## config.mk

```make
export PLATFORM = sky130hd
export DESIGN_NAME = id_ex_stage_flat
export DESIGN_NICKNAME = d
export VERILOG_FILES = /design/src/rtl/pipeline_pkg.sv /design/src/rtl/id_ex_stage_if.sv /design/src/rtl/id_ex_stage_hazard_detect.sv /design/src/rtl/id_ex_stage.sv /design/src/flat_wrapper.sv
export SDC_FILE = /design/constraint.sdc
export NUM_CORES = 1
export LEC_CHECK = 0
export BUFFER_PORTS_ARGS = -buffer_cell sky130_fd_sc_hd__buf_4
export CAP_MARGIN = 10
export CORE_AREA = 4 4 135 137
export CTS_CLUSTER_DIAMETER = 200
export DETAILED_ROUTE_END_ITERATION = 8
export DIE_AREA = 0 0 139 141
export GPL_ROUTABILITY_DRIVEN = 0
export GPL_TIMING_DRIVEN = 0
export HOLD_SLACK_MARGIN = 0.1
export PLACE_DENSITY = 0.89
export SLEW_MARGIN = 20
export SYNTH_ARGS = -nofsm -noshare
export SYNTH_HDL_FRONTEND = slang
export SYNTH_SLANG_ARGS = --single-unit
```

## constraint.sdc

```tcl
create_clock -name clk -period 4.7 [get_ports clk]
set_clock_uncertainty 0.05 [all_clocks]
set_input_delay 0.235 -clock clk [delete_from_list [all_inputs] [get_ports clk]]
set_output_delay 0.235 -clock clk [all_outputs]
set_load 0.03 [all_outputs]
```

## src/rtl/pipeline_pkg.sv

```systemverilog
// Shared pipeline types: the decode control bundle and helpers used by the ID/EX stage.
package pipeline_pkg;

    localparam int CTRL_W  = 9;
    localparam int ALUOP_W = 4;
    localparam logic [4:0] REG_ZERO = 5'd0;

    typedef struct packed {
        logic reg_write;
        logic mem_read;
        logic mem_write;
        logic mem_to_reg;
        logic alu_src;
        logic reg_dst;
        logic branch;
        logic jump;
        logic link;
    } ctrl_t;

    localparam ctrl_t BUBBLE_CTRL = '0;

    // rt is a real source unless the immediate replaces it; stores still read rt as data.
    function automatic logic uses_rt(input logic alu_src, input logic mem_write);
        return !alu_src || mem_write;
    endfunction

endpackage

```

## src/rtl/id_ex_stage_if.sv

```systemverilog
// ID/EX bundle: decode-side operands and controls in, WB bypass, flush, stall and EX-side register out.
interface id_ex_stage_if #(
    parameter int DATA_W  = 32,
    parameter int ADDR_W  = 5,
    parameter int ALUOP_W = 4
);
    import pipeline_pkg::*;

    logic               id_valid;
    logic [DATA_W-1:0]  id_pc_plus4;
    logic [ADDR_W-1:0]  id_rs;
    logic [ADDR_W-1:0]  id_rt;
    logic [ADDR_W-1:0]  id_rd;
    logic [DATA_W-1:0]  id_data_a;
    logic [DATA_W-1:0]  id_data_b;
    logic [DATA_W-1:0]  id_imm;
    ctrl_t              id_ctrl;
    logic [ALUOP_W-1:0] id_alu_op;
    logic               wb_reg_write;
    logic [ADDR_W-1:0]  wb_addr;
    logic [DATA_W-1:0]  wb_data;
    logic               flush;
    logic               stall;
    logic               ex_valid;
    logic [DATA_W-1:0]  ex_pc_plus4;
    logic [DATA_W-1:0]  ex_data_a;
    logic [DATA_W-1:0]  ex_data_b;
    logic [DATA_W-1:0]  ex_imm;
    logic [ADDR_W-1:0]  ex_rs;
    logic [ADDR_W-1:0]  ex_rt;
    logic [ADDR_W-1:0]  ex_rd;
    ctrl_t              ex_ctrl;
    logic [ALUOP_W-1:0] ex_alu_op;

    modport master (
        output id_valid, id_pc_plus4, id_rs, id_rt, id_rd, id_data_a, id_data_b, id_imm,
               id_ctrl, id_alu_op, wb_reg_write, wb_addr, wb_data, flush,
        input  stall, ex_valid, ex_pc_plus4, ex_data_a, ex_data_b, ex_imm,
               ex_rs, ex_rt, ex_rd, ex_ctrl, ex_alu_op
    );

    modport slave (
        input  id_valid, id_pc_plus4, id_rs, id_rt, id_rd, id_data_a, id_data_b, id_imm,
               id_ctrl, id_alu_op, wb_reg_write, wb_addr, wb_data, flush,
        output stall, ex_valid, ex_pc_plus4, ex_data_a, ex_data_b, ex_imm,
               ex_rs, ex_rt, ex_rd, ex_ctrl, ex_alu_op
    );

endinterface

```

## src/rtl/id_ex_stage_hazard_detect.sv

```systemverilog
// Load-use hazard detection: a load in EX whose destination feeds the instruction in ID.
module hazard_detect
    import pipeline_pkg::*;
#(
    parameter int ADDR_W = 5
) (
    input  logic              ex_valid,
    input  logic              ex_mem_read,
    input  logic [ADDR_W-1:0] ex_rt,
    input  logic              id_valid,
    input  logic [ADDR_W-1:0] id_rs,
    input  logic [ADDR_W-1:0] id_rt,
    input  logic              id_alu_src,
    input  logic              id_mem_write,
    input  logic              flush,
    output logic              hz,
    output logic              stall
);

    assign hz = ex_valid && ex_mem_read && (ex_rt != REG_ZERO) && id_valid &&
                ((ex_rt == id_rs) ||
                 ((ex_rt == id_rt) && uses_rt(id_alu_src, id_mem_write)));

    // A killed instruction in ID cannot consume the load, so flush cancels the stall.
    assign stall = hz && !flush;

endmodule

```

## src/rtl/id_ex_stage.sv

```systemverilog
// ID/EX pipeline register with WB-to-ID bypass, load-use bubble insertion and flush.
module id_ex_stage
    import pipeline_pkg::*;
#(
    parameter int DATA_W = 32,
    parameter int ADDR_W = 5
) (
    input  logic          clk,
    input  logic          rst_n,
    id_ex_stage_if.slave  bus
);

    logic              hz;
    logic              stall;
    logic [ADDR_W-1:0] src_addr [2];
    logic [DATA_W-1:0] src_data [2];
    logic [DATA_W-1:0] op       [2];

    assign src_addr[0] = bus.id_rs;
    assign src_addr[1] = bus.id_rt;
    assign src_data[0] = bus.id_data_a;
    assign src_data[1] = bus.id_data_b;

    // The register file does not forward, so a same-cycle WB write must be picked up here.
    genvar gi;
    generate
        for (gi = 0; gi < 2; gi++) begin : g_bypass
            assign op[gi] = (bus.wb_reg_write && (bus.wb_addr == src_addr[gi]) &&
                             (src_addr[gi] != REG_ZERO)) ? bus.wb_data : src_data[gi];
        end
    endgenerate

    hazard_detect #(.ADDR_W(ADDR_W)) u_hazard_detect (
        .ex_valid     (bus.ex_valid),
        .ex_mem_read  (bus.ex_ctrl.mem_read),
        .ex_rt        (bus.ex_rt),
        .id_valid     (bus.id_valid),
        .id_rs        (bus.id_rs),
        .id_rt        (bus.id_rt),
        .id_alu_src   (bus.id_ctrl.alu_src),
        .id_mem_write (bus.id_ctrl.mem_write),
        .flush        (bus.flush),
        .hz           (hz),
        .stall        (stall)
    );

    assign bus.stall = stall;

    logic              ex_valid_next;
    logic [DATA_W-1:0] ex_pc_plus4_next;
    logic [DATA_W-1:0] ex_data_a_next;
    logic [DATA_W-1:0] ex_data_b_next;
    logic [DATA_W-1:0] ex_imm_next;
    logic [ADDR_W-1:0] ex_rs_next;
    logic [ADDR_W-1:0] ex_rt_next;
    logic [ADDR_W-1:0] ex_rd_next;
    ctrl_t             ex_ctrl_next;
    logic [ALUOP_W-1:0] ex_alu_op_next;

    // Flush, hazard and an empty decode slot all produce the same all-zero bubble.
    always_comb begin
        ex_valid_next    = 1'b0;
        ex_pc_plus4_next = '0;
        ex_data_a_next   = '0;
        ex_data_b_next   = '0;
        ex_imm_next      = '0;
        ex_rs_next       = '0;
        ex_rt_next       = '0;
        ex_rd_next       = '0;
        ex_ctrl_next     = BUBBLE_CTRL;
        ex_alu_op_next   = '0;
        if (!bus.flush && !hz && bus.id_valid) begin
            ex_valid_next    = 1'b1;
            ex_pc_plus4_next = bus.id_pc_plus4;
            ex_data_a_next   = op[0];
            ex_data_b_next   = op[1];
            ex_imm_next      = bus.id_imm;
            ex_rs_next       = bus.id_rs;
            ex_rt_next       = bus.id_rt;
            ex_rd_next       = bus.id_rd;
            ex_ctrl_next     = bus.id_ctrl;
            ex_alu_op_next   = bus.id_alu_op;
        end
    end

    always_ff @(posedge clk or negedge rst_n) begin
        if (!rst_n) begin
            bus.ex_valid    <= 1'b0;
            bus.ex_pc_plus4 <= '0;
            bus.ex_data_a   <= '0;
            bus.ex_data_b   <= '0;
            bus.ex_imm      <= '0;
            bus.ex_rs       <= '0;
            bus.ex_rt       <= '0;
            bus.ex_rd       <= '0;
            bus.ex_ctrl     <= BUBBLE_CTRL;
            bus.ex_alu_op   <= '0;
        end else begin
            bus.ex_valid    <= ex_valid_next;
            bus.ex_pc_plus4 <= ex_pc_plus4_next;
            bus.ex_data_a   <= ex_data_a_next;
            bus.ex_data_b   <= ex_data_b_next;
            bus.ex_imm      <= ex_imm_next;
            bus.ex_rs       <= ex_rs_next;
            bus.ex_rt       <= ex_rt_next;
            bus.ex_rd       <= ex_rd_next;
            bus.ex_ctrl     <= ex_ctrl_next;
            bus.ex_alu_op   <= ex_alu_op_next;
        end
    end

endmodule
```

## src/flat_wrapper.sv

```systemverilog
// flat-port wrapper written by rule: the top's interface ports become plain ports
module id_ex_stage_flat import pipeline_pkg::*;
#(
    parameter int DATA_W = 32,
    parameter int ADDR_W = 5
)
  (clk, rst_n, bus_id_valid, bus_id_pc_plus4, bus_id_rs, bus_id_rt, bus_id_rd, bus_id_data_a, bus_id_data_b, bus_id_imm, bus_id_ctrl, bus_id_alu_op, bus_wb_reg_write, bus_wb_addr, bus_wb_data, bus_flush, bus_stall, bus_ex_valid, bus_ex_pc_plus4, bus_ex_data_a, bus_ex_data_b, bus_ex_imm, bus_ex_rs, bus_ex_rt, bus_ex_rd, bus_ex_ctrl, bus_ex_alu_op);
  id_ex_stage_if #(.DATA_W(DATA_W), .ADDR_W(ADDR_W)) bus_i ();
  input  logic clk;
  input  logic rst_n;
  input wire logic [$bits(bus_i.id_valid)-1:0] bus_id_valid;
  input wire logic [$bits(bus_i.id_pc_plus4)-1:0] bus_id_pc_plus4;
  input wire logic [$bits(bus_i.id_rs)-1:0] bus_id_rs;
  input wire logic [$bits(bus_i.id_rt)-1:0] bus_id_rt;
  input wire logic [$bits(bus_i.id_rd)-1:0] bus_id_rd;
  input wire logic [$bits(bus_i.id_data_a)-1:0] bus_id_data_a;
  input wire logic [$bits(bus_i.id_data_b)-1:0] bus_id_data_b;
  input wire logic [$bits(bus_i.id_imm)-1:0] bus_id_imm;
  input wire logic [$bits(bus_i.id_ctrl)-1:0] bus_id_ctrl;
  input wire logic [$bits(bus_i.id_alu_op)-1:0] bus_id_alu_op;
  input wire logic [$bits(bus_i.wb_reg_write)-1:0] bus_wb_reg_write;
  input wire logic [$bits(bus_i.wb_addr)-1:0] bus_wb_addr;
  input wire logic [$bits(bus_i.wb_data)-1:0] bus_wb_data;
  input wire logic [$bits(bus_i.flush)-1:0] bus_flush;
  output wire logic [$bits(bus_i.stall)-1:0] bus_stall;
  output wire logic [$bits(bus_i.ex_valid)-1:0] bus_ex_valid;
  output wire logic [$bits(bus_i.ex_pc_plus4)-1:0] bus_ex_pc_plus4;
  output wire logic [$bits(bus_i.ex_data_a)-1:0] bus_ex_data_a;
  output wire logic [$bits(bus_i.ex_data_b)-1:0] bus_ex_data_b;
  output wire logic [$bits(bus_i.ex_imm)-1:0] bus_ex_imm;
  output wire logic [$bits(bus_i.ex_rs)-1:0] bus_ex_rs;
  output wire logic [$bits(bus_i.ex_rt)-1:0] bus_ex_rt;
  output wire logic [$bits(bus_i.ex_rd)-1:0] bus_ex_rd;
  output wire logic [$bits(bus_i.ex_ctrl)-1:0] bus_ex_ctrl;
  output wire logic [$bits(bus_i.ex_alu_op)-1:0] bus_ex_alu_op;
  assign bus_i.id_valid = bus_id_valid;
  assign bus_i.id_pc_plus4 = bus_id_pc_plus4;
  assign bus_i.id_rs = bus_id_rs;
  assign bus_i.id_rt = bus_id_rt;
  assign bus_i.id_rd = bus_id_rd;
  assign bus_i.id_data_a = bus_id_data_a;
  assign bus_i.id_data_b = bus_id_data_b;
  assign bus_i.id_imm = bus_id_imm;
  assign bus_i.id_ctrl = bus_id_ctrl;
  assign bus_i.id_alu_op = bus_id_alu_op;
  assign bus_i.wb_reg_write = bus_wb_reg_write;
  assign bus_i.wb_addr = bus_wb_addr;
  assign bus_i.wb_data = bus_wb_data;
  assign bus_i.flush = bus_flush;
  assign bus_stall = bus_i.stall;
  assign bus_ex_valid = bus_i.ex_valid;
  assign bus_ex_pc_plus4 = bus_i.ex_pc_plus4;
  assign bus_ex_data_a = bus_i.ex_data_a;
  assign bus_ex_data_b = bus_i.ex_data_b;
  assign bus_ex_imm = bus_i.ex_imm;
  assign bus_ex_rs = bus_i.ex_rs;
  assign bus_ex_rt = bus_i.ex_rt;
  assign bus_ex_rd = bus_i.ex_rd;
  assign bus_ex_ctrl = bus_i.ex_ctrl;
  assign bus_ex_alu_op = bus_i.ex_alu_op;
  id_ex_stage #(.DATA_W(DATA_W), .ADDR_W(ADDR_W)) u_core (.clk(clk), .rst_n(rst_n), .bus(bus_i));
endmodule
```

### Word level (Yosys, flattened, before mapping)

Cells that the tools add are included.

* word-level logic and storage cells: 54
* register bits after elaboration: 157
* output and inout port bits: 158
* input bits: 198

* reductions and logical operators: 20
* muxes and demuxes: 12
* equal/unequal tests: 4

Operators by type and width (number)
* two-way mux 32 bit: 6
* == test 5 bit: 4
* two-way mux 5 bit: 3
* nonzero test 5 bit: 3
* logical AND 1 bit: 12
* two-way mux 9 bit: 1
* two-way mux 4 bit: 1
* logical NOT 1 bit: 3
* logical OR 1 bit: 2
* two-way mux 1 bit: 1

### Longest topological paths before layout

Gate-level depths: netlist of the first run.

* depth after elaboration: 9
* depth in mapped cells: 6
* mapped depth without buffers: 4

### By module

A second synthesis of the first run with hierarchy kept.

* cell total of the unflattened synthesis: 477
* area total of the unflattened synthesis: 6012.0 um^2

Modules (own cells, without submodules)
* id_ex_stage: area each 5853.1 um^2, seq. area each 3928.8 um^2, cells an instance 456, times used 1
* hazard_detect: area each 158.9 um^2, seq. area each 0.0 um^2, cells an instance 21, times used 1

### Worst setup path after synthesis of the first run

OpenSTA, ideal clock, no wires.

* path type: register -> output
* start: register u_core.bus.ex_rt[4] in the netlist's numbering
* end: output bus_stall
* data required time: 4415 ps
* path buffers: 2
* arrival time: 1731 ps
* setup slack: 2684 ps
* cell stages (with the launch flop): 6
* cells stage by stage: dfrtp_1 > nor3_1 > a21oi_2 > clkbuf_1 > buf_2 > and3b_1

* longest elaborated chain between the ends: 5
* elaborated cells on any way between the ends: 9
* those cells by class: eq/ne (2); reduce/logical (7)

RTL lines
* start, declared: RTL line id_ex_stage_if.sv:46 `ex_rs, ex_rt, ex_rd, ex_ctrl, ex_alu_op`
* start signal, assigned: RTL line id_ex_stage.sv:105 `bus.ex_rt <= ex_rt_next;`
* == test 5 bit / nonzero test 5 bit (equally long branches): RTL line id_ex_stage_hazard_detect.sv:22, id_ex_stage_hazard_detect.sv:20
* logical AND 1 bit (on tied branches): RTL line id_ex_stage_hazard_detect.sv:22, id_ex_stage_hazard_detect.sv:20
* logical OR 1 bit / logical AND 1 bit (equally long branches): RTL line id_ex_stage_hazard_detect.sv:21, id_ex_stage_hazard_detect.sv:20
* logical AND 1 bit *: RTL line id_ex_stage_hazard_detect.sv:20 `assign hz = ex_valid && ex_mem_read && (ex_rt != REG_ZERO) && id_valid &&`
* logical AND 1 bit *: RTL line id_ex_stage_hazard_detect.sv:25 `assign stall = hz && !flush;`
* end, declared: RTL line flat_wrapper.sv:25 `output wire logic [$bits(bus_i.stall)-1:0] bus_stall;`

Mark *: on every way between the ends. The rest lies on a longest branch, timed or not.

### Worst setup path in the final report of the first run

* start: input bus_id_rt[4]
* end: register u_core.bus.ex_data_b[1]

* longest elaborated chain between the ends: 8
* elaborated cells on any way between the ends: 13
* those cells by class: eq/ne (2); mux (2); reduce/logical (9)

RTL lines
* start, declared: RTL line flat_wrapper.sv:14 `input wire logic [$bits(bus_i.id_rt)-1:0] bus_id_rt;`
* == test 5 bit: RTL line id_ex_stage_hazard_detect.sv:22 `((ex_rt == id_rt) && uses_rt(id_alu_src, id_mem_write)));`
* logical AND 1 bit: RTL line id_ex_stage_hazard_detect.sv:22
* logical OR 1 bit: RTL line id_ex_stage_hazard_detect.sv:21 `((ex_rt == id_rs) ||`
* logical AND 1 bit: RTL line id_ex_stage_hazard_detect.sv:20
* logical NOT 1 bit: RTL line id_ex_stage.sv:72 `if (!bus.flush && !hz && bus.id_valid) begin`
* logical AND 1 bit (2 in series): RTL line id_ex_stage.sv:72
* two-way mux 32 bit *: RTL line id_ex_stage.sv:72
* named net u_core.ex_data_b_next[1]: RTL line id_ex_stage.sv:52 `logic [DATA_W-1:0] ex_data_b_next;`
* end signal, assigned: RTL line id_ex_stage.sv:102 `bus.ex_data_b <= ex_data_b_next;`
* end, declared: RTL line id_ex_stage_if.sv:45 `output stall, ex_valid, ex_pc_plus4, ex_data_a, ex_data_b, ex_imm,`

The timed path passes the listed nets; every way through them passes the cells marked *.

==> out/metrics.csv, run 1 <==
metric;value;unit
status;finished clean;
slack of the critical path;1770;ps
worst path cell trace;dlygate4sd3_1 -> buf_4 -> or2_1 -> o21ai_1 -> buf_2 -> nand4_1 -> a221oi_1 -> dlygate4sd3_1;
worst setup path category;in -> reg;
Power Dens Cells;274;nW/um^2
Die Height;141;microns
Synth Warn #;0;
Min Hold Slack;130;ps
Seq/Total Area, Yosys;50.1;%
Syn Area/Cell;11.7;sq um
min-delay src;bus_wb_data[0];
largest stage delay on the critical path;620;ps
compound-cell area share of the yosys netlist;30.8;%
CP delay by family, top;buffers and inverters;
CORE AREA;17100;sq um
Relative slew margins;38.8;%
main combinational cell family by area after synthesis;compound AO/OA/AOI/OAI gates;
Clock Sinks;157;
storage element area;3930;sq um
clock edge transition at the registers on the reported setup and hold paths;70;ps
CTS Buf Count;17;
detailed-route via count;8808;
Setup Fix Bufs, Post-CTS;0;
P_leak;6.57;nW
Post-Synth Adder-Cell Area;0;%
Port Buffers;355;
xor/xnor cell area share of the yosys netlist;2.01;%
TritonCTS clock tree;done;
pre-CTS setup slack;2310;ps
Critical Path RT;5010;ps
Synth area leaders;dfrtp_1 (50%), a211oi_2 (11%), a221oi_2 (9.0%), o31ai_1 (6.1%), nand4_1 (5.2%);
DRC;0;
largest area contributor in the netlist;dfrtp_1;
post-route cell area;13600;sq um
Max Root-Sink Buffers;2;
flops & latches, synth;157;
Root Driver;clkbuf_16;
TritonRoute pass-1 iters;5;
critical path's slowest cell;dlygate4sd3_1;
VDD IR-drop max;0.000243;V
post_cts resized;0;
Synth Cell Area;7850;sq um
Final Hold Vio Count;0;
initial antenna violation count;0;
Area growth syn-to-layout;72.8;%
Final ANT Viol Nets;0;
worst path arrival time;3240;ps
Site Rows;48;
final count of pins violating max slew;0;
full die area;19600;sq um
area post-placement;10800;sq um
Die W;139;microns
Worst Path Max Fanout;10;
EDFF count, synth;0;
vias per inst;5.87;
filler instances;941;
Worst Max-Slew Pin Slew;918;ps
Critical Path Start Type;primary input;
1st-iter DRT viols;705;
Nets;1460;
min Tclk post-route;2930;ps
number of H-tree levels;4;
Finish-stage setup viols;0;
Worst Hold Class;in -> reg;
drt wl/cell;23.6;microns
setup TNS;0;ps
GRT overflow;0;
Critical Path End Type;flip-flop;
Top FF cell, synth;dfrtp_1;
latest clock arrival within the worst-skew pair;430;ps
Detailed Place HPWL;21.4;mm
period utilisation layout;62.3;%
Syn Inst Count;673;
Synth async-reset ratio;100;%
top-area cell type share of the netlist area;50.1;%
Max Cap Viol;0;
n_diodes;0;
RSZ-0062 raised after global routing;no;
Starting Density;46.0;%
vias in the first global route;9522;
f_max;342;MHz
Tot GR Track Use;34.8;%
ratio of cells with drive above 1 in the final layout;44.7;%
IO Count;356;
cell seen most often among critical-path stages;dlygate4sd3_1;
CP bufs+invs;4;
mux share of post-synthesis cell area;0;%
r2r startpoint;u_core.bus.ex_rt[4];
simple-gate share of the synthesized area;6.78;%
Worst Setup SP;bus_id_rt[4];
area of the multi-input gates;3100;sq um
first-pass GRT wire length;53.0;mm
DRT Wirelength;35.3;mm
pin count of the biggest net entering global routing;92;
Mapped Nets;871;
synth unique cells;30;
## Yosys cell counts, types with 3 or more instances
master and number:
a211oi_1 26, a211oi_2 66, a221oi_1 17, a221oi_2 47, buf_1 3, buf_2 52
buf_4 7, buf_6 4, clkbuf_1 25, dfrtp_1 157, inv_1 92, nand2_1 5
nand3_1 4, nand4_1 65, o21ai_1 3, o31ai_1 64, xnor2_1 18
## metrics by stage
stage	instances	util (%)	total power [mW]
final	1500	79.5	3.72
after global routing	1500	79.5	3.82
after CTS	1500	79.5	3.67
after global placement	1253	63.3	2.12
after floorplan	673	-	1.80
after detailed placement	1254	63.5	2.14
## area by class of cell
type                            instances  area share [%]
Buffer                                 92            3.45
Clock buffer                           18            3.17
Clock inverter                         14            1.16
Inverter                               92            2.55
Multi-Input combinational cell        332            22.9
Sequential cell                       157            29.0
Tap cell                              225            2.08
Timing Repair Buffer                  570            35.7
## power breakdown
group,total (mW),switching (mW),internal (mW)
sequential,1.43,0.0227,1.40
combinational,0.872,0.487,0.384
clock,1.42,0.627,0.796
total,3.72,1.14,2.58
## sequential cells by signal, indices dropped and copies added, names as in the netlist
signal and flops:
u_core.bus.ex_pc_plus4 32, u_core.bus.ex_data_a 32, u_core.bus.ex_alu_op 4, u_core.bus.ex_rt 5, u_core.bus.ex_data_b 32, u_core.bus.ex_rd 5
u_core.bus.ex_imm 32, u_core.bus.ex_rs 5, u_core.bus.ex_ctrl 9, u_core.bus.ex_valid 1
## cell usage in the layout, fill, tap and decap left out, types with 18 or more instances in the layout
cell type,instances
o31ai_1,64
buf_2,52
a211oi_2,66
buf_4,361
inv_1,92
xnor2_1,18
a221oi_2,47
clkbuf_1,26
nand4_1,65
dfrtp_1,157
dlygate4sd3_1,214
a211oi_1,26
## worst reg2reg max path, delay by kind of cell, from the launching register on
kind	cells	cell delay [ps]
flops	1	470
compound gates	2	480
buf+inv	3	1640
simple gates	1	110
## path summary, 6_finish.rpt
kind,to,slack (ps),cells after the start
setup / recovery,u_core.bus.ex_data_b[1],1770,8
setup reg to reg,u_core.bus.ex_data_b[6],1830,6
max in group asynchronous,u_core.bus.ex_imm[27],3460,3
min in group asynchronous,u_core.bus.ex_data_a[9],300,2
hold / removal,u_core.bus.ex_data_a[0],130,3
hold reg to reg,u_core.bus.ex_data_a[31],1140,4
## per-layer routing
metal  track usage (%)  part of all wire [%]  up-vias
met5                 0                     0        -
met2              60.2                    50      697
met3              9.29                   9.1      183
met1              38.4                    34     4221
met4              21.5                   6.5        0
li1                  -                     -     3707
## cells by family after synthesis
| group | count (synthesis) |
|---|---|
| AOI/OAI and AO/OA | 228 |
| xor gates and xnor gates | 18 |
| buffers and inverters | 184 |
| DFF | 157 |
| and+or+nand+nor | 86 |
## what timing repair did
item | in CTS | in global routing
hold buffers | 214 | 0
setup endpoints to repair | 0 | 0
hold endpoints to repair | 222 | 0
No activity file was read; power rests on OpenSTA's default activity.
==> run 2, diff against run 1 <==
--- a/config.mk
+++ b/config.mk
@@ -5,16 +5,17 @@
 export SDC_FILE = /design/constraint.sdc
 export NUM_CORES = 1
 export LEC_CHECK = 0
+export ABC_AREA = 1
 export BUFFER_PORTS_ARGS = -buffer_cell sky130_fd_sc_hd__buf_4
 export CAP_MARGIN = 10
-export CORE_AREA = 4 4 135 137
+export CORE_AREA = 4 4 137 139
 export CTS_CLUSTER_DIAMETER = 200
 export DETAILED_ROUTE_END_ITERATION = 8
-export DIE_AREA = 0 0 139 141
+export DIE_AREA = 0 0 141 143
 export GPL_ROUTABILITY_DRIVEN = 0
 export GPL_TIMING_DRIVEN = 0
 export HOLD_SLACK_MARGIN = 0.1
-export PLACE_DENSITY = 0.89
+export PLACE_DENSITY = 0.83
 export SLEW_MARGIN = 20
 export SYNTH_ARGS = -nofsm -noshare
 export SYNTH_HDL_FRONTEND = slang
==> constraint.sdc (replaced) <==
create_clock -name clk -period 2.6 [get_ports clk]
set_clock_uncertainty 0.05 [all_clocks]
set_input_delay 0.13 -clock clk [delete_from_list [all_inputs] [get_ports clk]]
set_output_delay 0.13 -clock clk [all_outputs]
set_load 0.03 [all_outputs]
==> run 2 against run 1 <==
Compared with the run above:
- utilization shrank 8.8 points
- wire length shrank 14%
- critical endpoint is now u_core.bus.ex_data_a[13]
- non-clock buffer count shrank 44
- via count shrank 8.7%
- design area shrank 8.0%
- die area grew 2.9%
- synthesized area shrank 14%
- largest cell class unchanged
- first-iteration DRC count shrank 29%
- global-route usage shrank 5.3 points
==> out/metrics.csv, run 2 <==
metric;value;unit
status;finished clean;
Detailed Place HPWL;18.0;mm
Synth Warn #;0;
commonest non-fill, non-tap cells in the layout;buf_4 (358), dlygate4sd3_1 (219), nand2_1 (185), nor2_1 (173), inv_1 (165);
Max Root-Sink Buffers;2;
P_int;4.54;mW
CTS Buf Count;17;
final count of pins violating max slew;0;
Clock Sinks;157;
vias in the first global route;8653;
RSZ-0062 raised after global routing;no;
synth unique cells;18;
flops & latches, synth;157;
Min Hold Slack;157;ps
Starting Density;38.1;%
Critical Path End Type;flip-flop;
Worst Max-Slew Pin Slew;549;ps
pin count of the biggest net entering global routing;101;
Synth async-reset ratio;100;%
f_max;396;MHz
1st-iter DRT viols;502;
Post-synth top cells;nand2_1 (186), nor2_1 (173), inv_1 (165);
P_leak;7.22;nW
worst setup path category;in -> reg;
Syn Area/Cell;8.30;sq um
Final Hold Vio Count;0;
clock edge transition at the registers on the reported setup and hold paths;70;ps
vias per inst;4.89;
Power Dens Cells;512;nW/um^2
VDD IR-drop max;0.000413;V
Die W;141;microns
switching fraction of total power;29.0;%
Root Driver;clkbuf_16;
drt wl/cell;18.5;microns
Tot GR Track Use;29.5;%
Die Height;143;microns
detailed-route via count;8044;
Mapped Nets;1008;
Site Rows;49;
min Tclk post-route;2520;ps
setup TNS;0;ps
initial antenna violation count;0;
Psw;1.86;mW
Port Buffers;355;
Nets;1603;
ratio of cells with drive above 1 in the final layout;30.3;%
number of H-tree levels;4;
period utilisation layout;97.0;%
TritonCTS clock tree;done;
Max Cap Viol;0;
Relative slew margins;63.4;%
sequential power share;40.3;%
CORE AREA;17700;sq um
Critical Path Start Type;primary input;
largest area contributor in the netlist;dfrtp_1;
TritonRoute pass-1 iters;5;
n_diodes;0;
DRC;0;
worst path arrival time;2790;ps
latest clock arrival within the worst-skew pair;420;ps
Synth area leaders;dfrtp_1 (58%), nand2_1 (10%), nor2_1 (9.7%), inv_1 (9.2%), nand4_1 (6.3%);
Area growth syn-to-layout;85.6;%
commonest non-fill, non-tap cell in the layout;buf_4;
first-pass GRT wire length;45.7;mm
most numerous cell in the Yosys netlist;nand2_1;
Worst Hold Class;in -> reg;
GRT overflow;0;
full die area;20200;sq um
top-area cell type share of the netlist area;58.4;%
IO Count;356;
Critical Path RT;2870;ps
combinational power share;21.8;%
Seq/Total Area, Yosys;58.4;%
DRT Wirelength;30.5;mm
Syn Inst Count;810;
Worst Path Max Fanout;10;
clock share of power;37.9;%
Finish-stage setup viols;0;
Top FF cell, synth;dfrtp_1;
EDFF count, synth;0;
Synth Cell Area;6720;sq um
Final ANT Viol Nets;0;
[run 2: logic make-up (layout without fill, tap and decap cells)]
logic type	count (synthesis)	count (layout)	synth area share, %
and+or+nand+nor	431	431	26.7
xor gates and xnor gates	5	5	0.651
DFF	157	157	58.4
buffers and inverters	213	819	13.9
AOI/OAI and AO/OA	4	4	0.335
[run 2: power groups by stage]
stage / Combinational, mW / Clock [mW] / Sequential [mW]
final: 1.39 / 2.42 / 2.58
after global routing: 1.48 / 2.54 / 2.58
after CTS: 1.34 / 2.43 / 2.57
after detailed placement: 1.05 / 0 / 2.62
after global placement: 1.02 / 0 / 2.61
after floorplan: 0.286 / 0 / 2.81
[run 2: area by class of cell]
| cell class | count | area, sq um |
|---|---|---|
| Timing Repair Buffer | 576 | 4900 |
| Clock inverter | 13 | 133 |
| Multi-Input combinational cell | 440 | 1860 |
| Buffer | 42 | 299 |
| Sequential cell | 157 | 3930 |
| Fill cell | 1114 | 5180 |
| Tap cell | 229 | 287 |
| Clock buffer | 17 | 425 |
| Inverter | 171 | 642 |
[run 2: repair_timing]
action                                  CTS  global route
gates resized for setup                   0             8
endpoints found under the setup margin    0            50
endpoints found under the hold margin   287             0
hold buffers                            219             0
buffers inserted                          0             1
[run 2: stage by stage]
stage | total power [mW] | util (%) | setup slack, ps | instance area, sq um | std cells
finish | 6.39 | 70.7 | 77.0 | 12500 | 1645
global route | 6.61 | 70.7 | 4.84 | 12500 | 1645
CTS | 6.34 | 70.6 | 41.4 | 12500 | 1644
detailed placement | 3.67 | 55.0 | 723 | 9710 | 1395
global placement | 3.64 | 54.8 | 573 | 9680 | 1394
floorplan | 3.10 | - | 982 | 6720 | 810
[run 2: metal layers]
layer | vias to the layer above | GRT usage (%) | routed length (microns)
met2 | 498 | 52.6 | 15500
met3 | 155 | 7.43 | 2300
met4 | 0 | 17.0 | 1920
met5 | - | 0 | 0
li1 | 3580 | - | -
met1 | 3811 | 32.0 | 10700
[run 2: worst paths after layout]
check                                            from                          to  slack (ps)  cells past startpoint
worst max register to register    u_core.bus.ex_rt[1]  u_core.bus.ex_pc_plus4[25]         770                     11
worst min-delay path                  bus_wb_data[21]    u_core.bus.ex_data_a[21]         160                      5
min in group asynchronous                       rst_n     u_core.bus.ex_alu_op[3]         200                      2
max in group asynchronous                       rst_n   u_core.bus.ex_pc_plus4[9]        1440                      3
worst max-delay path                     bus_id_rs[1]    u_core.bus.ex_data_a[13]          80                     13
worst min register to register  u_core.bus.ex_ctrl[7]     u_core.bus.ex_data_a[3]        1070                      6
[run 2: worst max-delay path, cell delays in order]
cell           delay, ps
dlygate4sd3_1        550
buf_4                160
inv_1                 90
nand2_1               60
nand2_1               70
nand2_1               60
nor2_2               340
buf_2                300
nand4_1              110
nand2_1               90
dlygate4sd3_1        570
inv_1                 60
nor2_1               180
